==> config.mk <==
export PLATFORM = sky130hd
export DESIGN_NAME = core_mem_arbiter
export DESIGN_NICKNAME = d
export VERILOG_FILES = /design/src/rtl/core_mem_arb_pkg.sv /design/src/rtl/mem_arb_channel.sv /design/src/rtl/core_mem_arbiter.sv
export SDC_FILE = /design/constraint.sdc
export NUM_CORES = 1
export LEC_CHECK = 0
export BUFFER_PORTS_ARGS = -buffer_cell sky130_fd_sc_hd__buf_4
export CAP_MARGIN = 10
export CORE_AREA = 10 10 300 302
export DETAILED_ROUTE_END_ITERATION = 8
export DIE_AREA = 0 0 310 312
export SKIP_LAST_GASP = 1
export SLEW_MARGIN = 25
export SYNTH_ARGS = -nofsm -noshare
export SYNTH_HDL_FRONTEND = slang
export SYNTH_SLANG_ARGS = --single-unit
==> constraint.sdc <==
create_clock -name CLK -period 2.6 [get_ports CLK]
set_input_delay 0.52 -clock CLK [delete_from_list [all_inputs] [get_ports CLK]]
set_output_delay 0.52 -clock CLK [all_outputs]
set_load 0.01 [all_outputs]
==> src/rtl/core_mem_arb_pkg.sv <==
// Shared constants and sizing helpers for the N-hart memory-port arbiter.
package core_mem_arb_pkg;

    // Bus field widths on both the hart side and the memory side
    localparam int DATA_W = 32;
    localparam int STRB_W = 4;

    // Channel selectors, used to index the per-channel arrays in the top level
    localparam int NUM_CH  = 2;
    localparam int CH_INST = 0;
    localparam int CH_DATA = 1;

    // Hart tag width: clog2 of the hart count, but never narrower than one bit
    function automatic int id_width(input int harts);
        return (harts > 1) ? $clog2(harts) : 1;
    endfunction

    // Tag FIFO pointer width for a power-of-two depth
    function automatic int ptr_width(input int depth);
        return (depth > 1) ? $clog2(depth) : 1;
    endfunction

endpackage

==> src/rtl/mem_arb_channel.sv <==
// One arbitration channel: round-robin grant over the hart requests plus an
// in-order tag FIFO that remembers which hart issued each outstanding read.
module mem_arb_channel
    import core_mem_arb_pkg::*;
#(
    parameter int HART_NUMS   = 2,
    parameter int OUTSTANDING = 4,
    parameter int ID_W        = id_width(HART_NUMS)
) (
    input  logic                 clk,
    input  logic                 rst_n,
    input  logic [HART_NUMS-1:0] req,
    input  logic [HART_NUMS-1:0] rd,
    input  logic                 mem_wait,
    input  logic                 rsp_valid,
    output logic                 grant_valid,
    output logic [ID_W-1:0]      grant_id,
    output logic                 issue,
    output logic                 accept,
    output logic                 pop,
    output logic [ID_W-1:0]      head_id,
    output logic                 err
);

    localparam int PTR_W = ptr_width(OUTSTANDING);

    logic [ID_W-1:0]  rr_ptr;
    logic [ID_W-1:0]  tag_mem [OUTSTANDING];
    logic [PTR_W-1:0] wr_ptr;
    logic [PTR_W-1:0] rd_ptr;
    logic [PTR_W:0]   count;
    logic             empty;
    logic             full;
    logic             grant_rd;
    logic             blocked;
    logic             push;

    // Round-robin search: the lowest offset from rr_ptr with a request wins
    always_comb begin
        // NOTE: every combinational output gets a default first so no path leaves it unassigned (no latch).
        grant_valid = 1'b0;
        grant_id    = '0;
        for (int k = HART_NUMS - 1; k >= 0; k--) begin
            if (rst_n && req[(int'(rr_ptr) + k) % HART_NUMS]) begin
                grant_valid = 1'b1;
                grant_id    = ID_W'((int'(rr_ptr) + k) % HART_NUMS);
            end
        end
    end

    // Whether the granted request carries a read that needs a tag
    always_comb begin
        grant_rd = 1'b0;
        for (int i = 0; i < HART_NUMS; i++) begin
            if (grant_valid && grant_id == ID_W'(i)) begin
                grant_rd = rd[i];
            end
        end
    end

    assign empty   = (count == '0);
    assign full    = (count == (PTR_W + 1)'(OUTSTANDING));
    // A response only routes when a tag is waiting; responses during reset are ignored
    assign pop     = rst_n & rsp_valid & ~empty;
    // A full FIFO only blocks a read if no slot frees up this same cycle
    assign blocked = grant_rd & full & ~pop;
    // Memory-side enable: granted and not held back by the tag FIFO
    assign issue   = grant_valid & ~blocked;
    assign accept  = issue & ~mem_wait;
    assign push    = accept & grant_rd;
    assign head_id = tag_mem[rd_ptr];

    // Arbiter pointer, FIFO pointers/occupancy and sticky error flag
    always_ff @(posedge clk) begin
        // NOTE: sequential state uses non-blocking assignments so every register samples pre-edge values.
        if (!rst_n) begin
            rr_ptr <= '0;
            wr_ptr <= '0;
            rd_ptr <= '0;
            count  <= '0;
            err    <= 1'b0;
        end else begin
            if (accept) begin
                rr_ptr <= (int'(grant_id) == HART_NUMS - 1) ? '0 : grant_id + 1'b1;
            end
            if (push) begin
                wr_ptr <= wr_ptr + 1'b1;
            end
            if (pop) begin
                rd_ptr <= rd_ptr + 1'b1;
            end
            case ({push, pop})
                2'b10:   count <= count + 1'b1;
                2'b01:   count <= count - 1'b1;
                default: count <= count;
            endcase
            if (rsp_valid && empty) begin
                err <= 1'b1;
            end
        end
    end

    // Tag storage write port
    always_ff @(posedge clk) begin
        // NOTE: the storage array is not reset; entries are only read behind the reset-cleared occupancy count.
        if (push) begin
            tag_mem[wr_ptr] <= grant_id;
        end
    end

endmodule

==> src/rtl/core_mem_arbiter.sv <==
// Merges HART_NUMS core instruction/data memory interfaces onto one physical
// memory port. Each channel arbitrates independently; read responses are
// routed back to their issuing hart in order.
module core_mem_arbiter
    import core_mem_arb_pkg::*;
#(
    parameter int HART_NUMS   = 2,
    parameter int OUTSTANDING = 4,
    parameter int ID_W        = id_width(HART_NUMS)
) (
    input  logic                          CLK,
    input  logic                          RST,
    input  logic [HART_NUMS-1:0]          H_INST_RDEN,
    input  logic [HART_NUMS*DATA_W-1:0]   H_INST_RIADDR,
    output logic [HART_NUMS*DATA_W-1:0]   H_INST_ROADDR,
    output logic [HART_NUMS-1:0]          H_INST_RVALID,
    output logic [HART_NUMS*DATA_W-1:0]   H_INST_RDATA,
    input  logic [HART_NUMS-1:0]          H_DATA_RDEN,
    input  logic [HART_NUMS*DATA_W-1:0]   H_DATA_RIADDR,
    output logic [HART_NUMS*DATA_W-1:0]   H_DATA_ROADDR,
    output logic [HART_NUMS-1:0]          H_DATA_RVALID,
    output logic [HART_NUMS*DATA_W-1:0]   H_DATA_RDATA,
    input  logic [HART_NUMS-1:0]          H_DATA_WREN,
    input  logic [HART_NUMS*STRB_W-1:0]   H_DATA_WSTRB,
    input  logic [HART_NUMS*DATA_W-1:0]   H_DATA_WADDR,
    input  logic [HART_NUMS*DATA_W-1:0]   H_DATA_WDATA,
    output logic [HART_NUMS-1:0]          H_MEM_WAIT,
    output logic                          INST_RDEN,
    output logic [DATA_W-1:0]             INST_RIADDR,
    input  logic [DATA_W-1:0]             INST_ROADDR,
    input  logic                          INST_RVALID,
    input  logic [DATA_W-1:0]             INST_RDATA,
    output logic                          DATA_RDEN,
    output logic [DATA_W-1:0]             DATA_RIADDR,
    input  logic [DATA_W-1:0]             DATA_ROADDR,
    input  logic                          DATA_RVALID,
    input  logic [DATA_W-1:0]             DATA_RDATA,
    output logic                          DATA_WREN,
    output logic [STRB_W-1:0]             DATA_WSTRB,
    output logic [DATA_W-1:0]             DATA_WADDR,
    output logic [DATA_W-1:0]             DATA_WDATA,
    input  logic                          MEM_WAIT,
    output logic                          ERR
);

    logic [HART_NUMS-1:0] ch_req [NUM_CH];
    logic [HART_NUMS-1:0] ch_rd  [NUM_CH];
    logic [ID_W-1:0]      ch_grant [NUM_CH];
    logic [ID_W-1:0]      ch_head  [NUM_CH];
    logic [NUM_CH-1:0]    ch_rsp_valid;
    logic [NUM_CH-1:0]    ch_grant_valid;
    logic [NUM_CH-1:0]    ch_issue;
    logic [NUM_CH-1:0]    ch_accept;
    logic [NUM_CH-1:0]    ch_pop;
    logic [NUM_CH-1:0]    ch_err;

    // A data request covers both a read and a write; they travel together
    assign ch_req[CH_INST]       = H_INST_RDEN;
    assign ch_rd[CH_INST]        = H_INST_RDEN;
    assign ch_rsp_valid[CH_INST] = INST_RVALID;
    assign ch_req[CH_DATA]       = H_DATA_RDEN | H_DATA_WREN;
    assign ch_rd[CH_DATA]        = H_DATA_RDEN;
    assign ch_rsp_valid[CH_DATA] = DATA_RVALID;

    for (genvar c = 0; c < NUM_CH; c++) begin : g_ch
        mem_arb_channel #(
            .HART_NUMS   (HART_NUMS),
            .OUTSTANDING (OUTSTANDING),
            .ID_W        (ID_W)
        ) u_chan (
            .clk         (CLK),
            .rst_n       (RST),
            .req         (ch_req[c]),
            .rd          (ch_rd[c]),
            .mem_wait    (MEM_WAIT),
            .rsp_valid   (ch_rsp_valid[c]),
            .grant_valid (ch_grant_valid[c]),
            .grant_id    (ch_grant[c]),
            .issue       (ch_issue[c]),
            .accept      (ch_accept[c]),
            .pop         (ch_pop[c]),
            .head_id     (ch_head[c]),
            .err         (ch_err[c])
        );
    end

    // Forward the granted hart's fields to the memory port; all zero when idle
    always_comb begin
        INST_RDEN   = ch_issue[CH_INST];
        INST_RIADDR = '0;
        DATA_RDEN   = 1'b0;
        DATA_RIADDR = '0;
        DATA_WREN   = 1'b0;
        DATA_WSTRB  = '0;
        DATA_WADDR  = '0;
        DATA_WDATA  = '0;
        for (int i = 0; i < HART_NUMS; i++) begin
            if (ch_grant_valid[CH_INST] && ch_grant[CH_INST] == ID_W'(i)) begin
                INST_RIADDR = H_INST_RIADDR[i*DATA_W +: DATA_W];
            end
            if (ch_grant_valid[CH_DATA] && ch_grant[CH_DATA] == ID_W'(i)) begin
                DATA_RDEN   = ch_issue[CH_DATA] & H_DATA_RDEN[i];
                DATA_RIADDR = H_DATA_RIADDR[i*DATA_W +: DATA_W];
                DATA_WREN   = ch_issue[CH_DATA] & H_DATA_WREN[i];
                DATA_WSTRB  = H_DATA_WSTRB[i*STRB_W +: STRB_W];
                DATA_WADDR  = H_DATA_WADDR[i*DATA_W +: DATA_W];
                DATA_WDATA  = H_DATA_WDATA[i*DATA_W +: DATA_W];
            end
        end
    end

    // Route response valids to the tagged hart and combine per-hart stalls
    always_comb begin
        H_INST_RVALID = '0;
        H_DATA_RVALID = '0;
        H_MEM_WAIT    = '0;
        for (int i = 0; i < HART_NUMS; i++) begin
            H_INST_RVALID[i] = ch_pop[CH_INST] && (ch_head[CH_INST] == ID_W'(i));
            H_DATA_RVALID[i] = ch_pop[CH_DATA] && (ch_head[CH_DATA] == ID_W'(i));
            H_MEM_WAIT[i]    = !RST || MEM_WAIT
                || (ch_req[CH_INST][i] && !(ch_accept[CH_INST] && ch_grant[CH_INST] == ID_W'(i)))
                || (ch_req[CH_DATA][i] && !(ch_accept[CH_DATA] && ch_grant[CH_DATA] == ID_W'(i)));
        end
    end

    // Response address/data fan out to every hart; only RVALID is steered
    assign H_INST_ROADDR = {HART_NUMS{INST_ROADDR}};
    assign H_INST_RDATA  = {HART_NUMS{INST_RDATA}};
    assign H_DATA_ROADDR = {HART_NUMS{DATA_ROADDR}};
    assign H_DATA_RDATA  = {HART_NUMS{DATA_RDATA}};
    assign ERR           = |ch_err;

endmodule
==> impl_metrics.yaml <==
run_status:
  status: "finished clean"
floorplanning:
  ioPinCount: 801
  fp-row-count: 107
  start_util_pct: 5.80
  dieArea_sq_um: 96700
  fp.dieH_um: 312
  die_w_um: 310
  core-area_sq_um: 84300
clocking:
  numCtsBuffers: 5
  root_buffer: "clkbuf_16"
  cts_tree: "done"
  htreeDepth: 2
  clock_sinks: 30
  hold_buffers: 0
  clockBufferDepth: 2
  clk_latency_ns: 0.27
  clk_pin_slew_ns: 0.05
synth:
  syn_nets: 1002
  ys_ff_latch: 30
  syn_area_per_cell_sq_um: 8.33
  synth-main-ff-cell: "dfxtp_1"
  synth_edf_count: 8
  ys_seq_area_share_pct: 13.9
  synth_cell_types: 45
  syn-cell-area_sq_um: 4890
  syn-instance-count: 587
  synth_warnings: 0
  synthArstFlopShare_pct: 0
worst_setup_path:
  crit_required_ns: 2.08
  critPathBufInv: 5
  slowest_delay_ns: 0.29
  crit_family: "buffers and inverters"
  slowest_stage: "or2_1"
  path_cells: "buf_4, or2_1, a211oi_4, buf_4, buf_12, buf_12, a22o_1, buf_4"
  start_kind: "input pin"
  endpoint_kind: "primary output"
  reg2reg_depth: 10
  cp.arrival_ns: 2.03
  worst_path_most_repeated_cell: "buf_4"
  r2r-end: "g_ch[1].u_chan.count[2]$_SDFFE_PN0P_"
  critical_path.max_fanout: 25
  worstReg2RegStart: "g_ch[1].u_chan.count[0]$_SDFFE_PN0P_"
  reg2reg_slack_ns: 0.33
  critical_path_class: "in -> out"
pwr:
  power_density_nw_per_um2: 304
  ir_worst_vdd_mv: 0.221
  p_leak_nw: 3.50
drt:
  initialDrtViolationCount: 208
  wl_per_cell_um: 19.3
  routed_wl_um: 36000
  vias: 5099
  first_pass_iters: 4
  drc_errors: 0
  ant_nets: 0
  routed_via_density: 2.74
min_path:
  min_path_type: "reg -> reg"
  holdPathEnd: "g_ch[0].u_chan.err$_SDFFE_PN0P_"
  hold_start: "g_ch[0].u_chan.err$_SDFFE_PN0P_"
  hold_depth: 2
placed_design:
  postPlaceCellArea_sq_um: 7680
  dp_slack_ns: -0.0288
  dp_hpwl_um: 31700
  placement.io_buffers: 416
  routabilityCongestion: 1.02
sta:
  hold_viol: 0
  max_slew_margin_pct: 70.0
  finalCritPeriodShare_pct: 98.2
  fin_skew_ns: 0.00336
  setup_violations: 0
  maxSlewViolCount: 0
  tightestPinTransition_ns: 0.448
  min_period_ns: 2.55
  layout_setup_ws_ns: 0.0457
  max_freq_ghz: 0.392
  fin_tns_setup_ns: 0
  rsz0062_at_grt: "no"
finish:
  stdcell_area_sq_um: 7880
  layout-drive-gt1-share_pct: 63.0
  areaGrowthSynthToFinish_pct: 61.1
  final_nets: 1181
grt:
  grt_overflow: 0
  antenna_found_initial: 5
  grt_use_total_pct: 6.53
  grt_pass1_vias: 5585
  grt_pass1_wl_um: 44600
  grt_max_degree: 42
flow_run:
  maxCapViolCount: 0
## layout make-up
class	instances	area, sq um
multi-input combinational	251	2060
sequential	30	682
antenna	2	5.00
inverter	17	66.3
clock buffer	6	139
tap	1090	1360
clock inverter	2	7.51
fill	9859	76500
timing repair buffer	461	3550
## Yosys cell counts, types with 3 or more instances
cell type	number	area, sq um
a21oi_1	8	40.0
a22o_1	132	1160
and2_1	10	62.6
buf_2	14	70.1
buf_4	266	2000
clkbuf_1	8	30.0
dfxtp_1	22	440
edfxtp_1	8	240
ha_1	10	125
inv_1	15	56.3
mux2i_1	3	30.0
nand2_1	9	33.8
nand2b_1	4	25.0
nand3_1	3	15.0
nor2_1	25	93.8
nor3_1	4	20.0
xnor2_1	3	26.3
xor2_1	6	52.6
## placed cells by master, fill, tap and decap left out, drive strengths merged, types with 3 or more instances in the layout
master	synthesis	layout
mux2i	3	3
inv	17	17
nand3	3	3
xor2	6	6
nor2	25	25
xnor2	3	3
edfxtp	8	8
ha	10	10
dfxtp	22	22
clkbuf	8	7
buf	281	460
nand2	10	10
a21oi	10	10
a22o	132	132
nor3	4	4
nand2b	4	4
and2	10	10
## where the power goes
group	internal (mW)	total, mW	switching (mW)
Clock	0.373	0.565	0.192
Sequential	0.504	0.527	0.0233
Combinational	0.721	1.31	0.587
Total	1.60	2.40	0.802
## tightest hold or removal path, cell delays in order (launching register included)
cell	delay [ns]
dfxtp_1	0.32
a21oi_1	0.04
nor2_1	0.07
## kinds of logic after synthesis
family                   Yosys count  synth area share, %
buffers and inverters            306                 44.4
AO/OA/AOI/OAI                    159                 28.2
AND/OR/NAND/NOR                   66                 6.98
flip-flops                        30                 13.9
adder cells (fa/ha/maj)           12                 3.38
XOR/XNOR                           9                 1.61
multiplexers                       5                 1.53
## how the worst max path moves through the flow
stage,startpoint,endpoint,slack (ns),cells after the start
finish,H_DATA_WREN[1],DATA_WADDR[29],0.05,8
global route,H_DATA_WREN[1],DATA_WADDR[12],0.00009,8
CTS,H_DATA_WREN[1],DATA_WDATA[14],0.04,7
detailed placement,H_DATA_WREN[0],g_ch[1].u_chan.count[2]$_SDFFE_PN0P_,-0.03,11
global placement,H_DATA_WREN[0],g_ch[1].u_chan.count[2]$_SDFFE_PN0P_,-0.008,11
floorplan,H_DATA_WREN[0],g_ch[1].u_chan.count[2]$_SDFFE_PN0P_,0.20,10
## layer usage
layer / vias up / routed length [um] / GRT usage (%)
li1: 2174 / - / -
met1: 2205 / 10600 / 5.69
met2: 627 / 16200 / 10.9
met3: 91 / 7610 / 5.25
met4: 2 / 1470 / 2.65
met5: - / 13 / 0.556
## stage by stage
| step | instances | utilization, % | power (mW) | hold WS [ns] |
|---|---|---|---|---|
| after floorplan | 587 | - | 1.40 | 0.429 |
| after global placement | 1846 | 9.10 | 1.84 | 0.439 |
| after detailed placement | 1846 | 9.10 | 1.85 | 0.449 |
| after CTS | 1854 | 9.28 | 2.42 | 0.462 |
| after global routing | 1858 | 9.34 | 2.55 | 0.488 |
| final | 1859 | 9.34 | 2.40 | 0.456 |
## repair_timing
item | in CTS | in global routing
cloned | 0 | 1
pin swaps | 0 | 1
setup buffers | 0 | 2
gates resized for setup | 1 | 3
setup endpoints to repair | 1 | 52
Note: power is estimated with default switching activity, not from simulation.
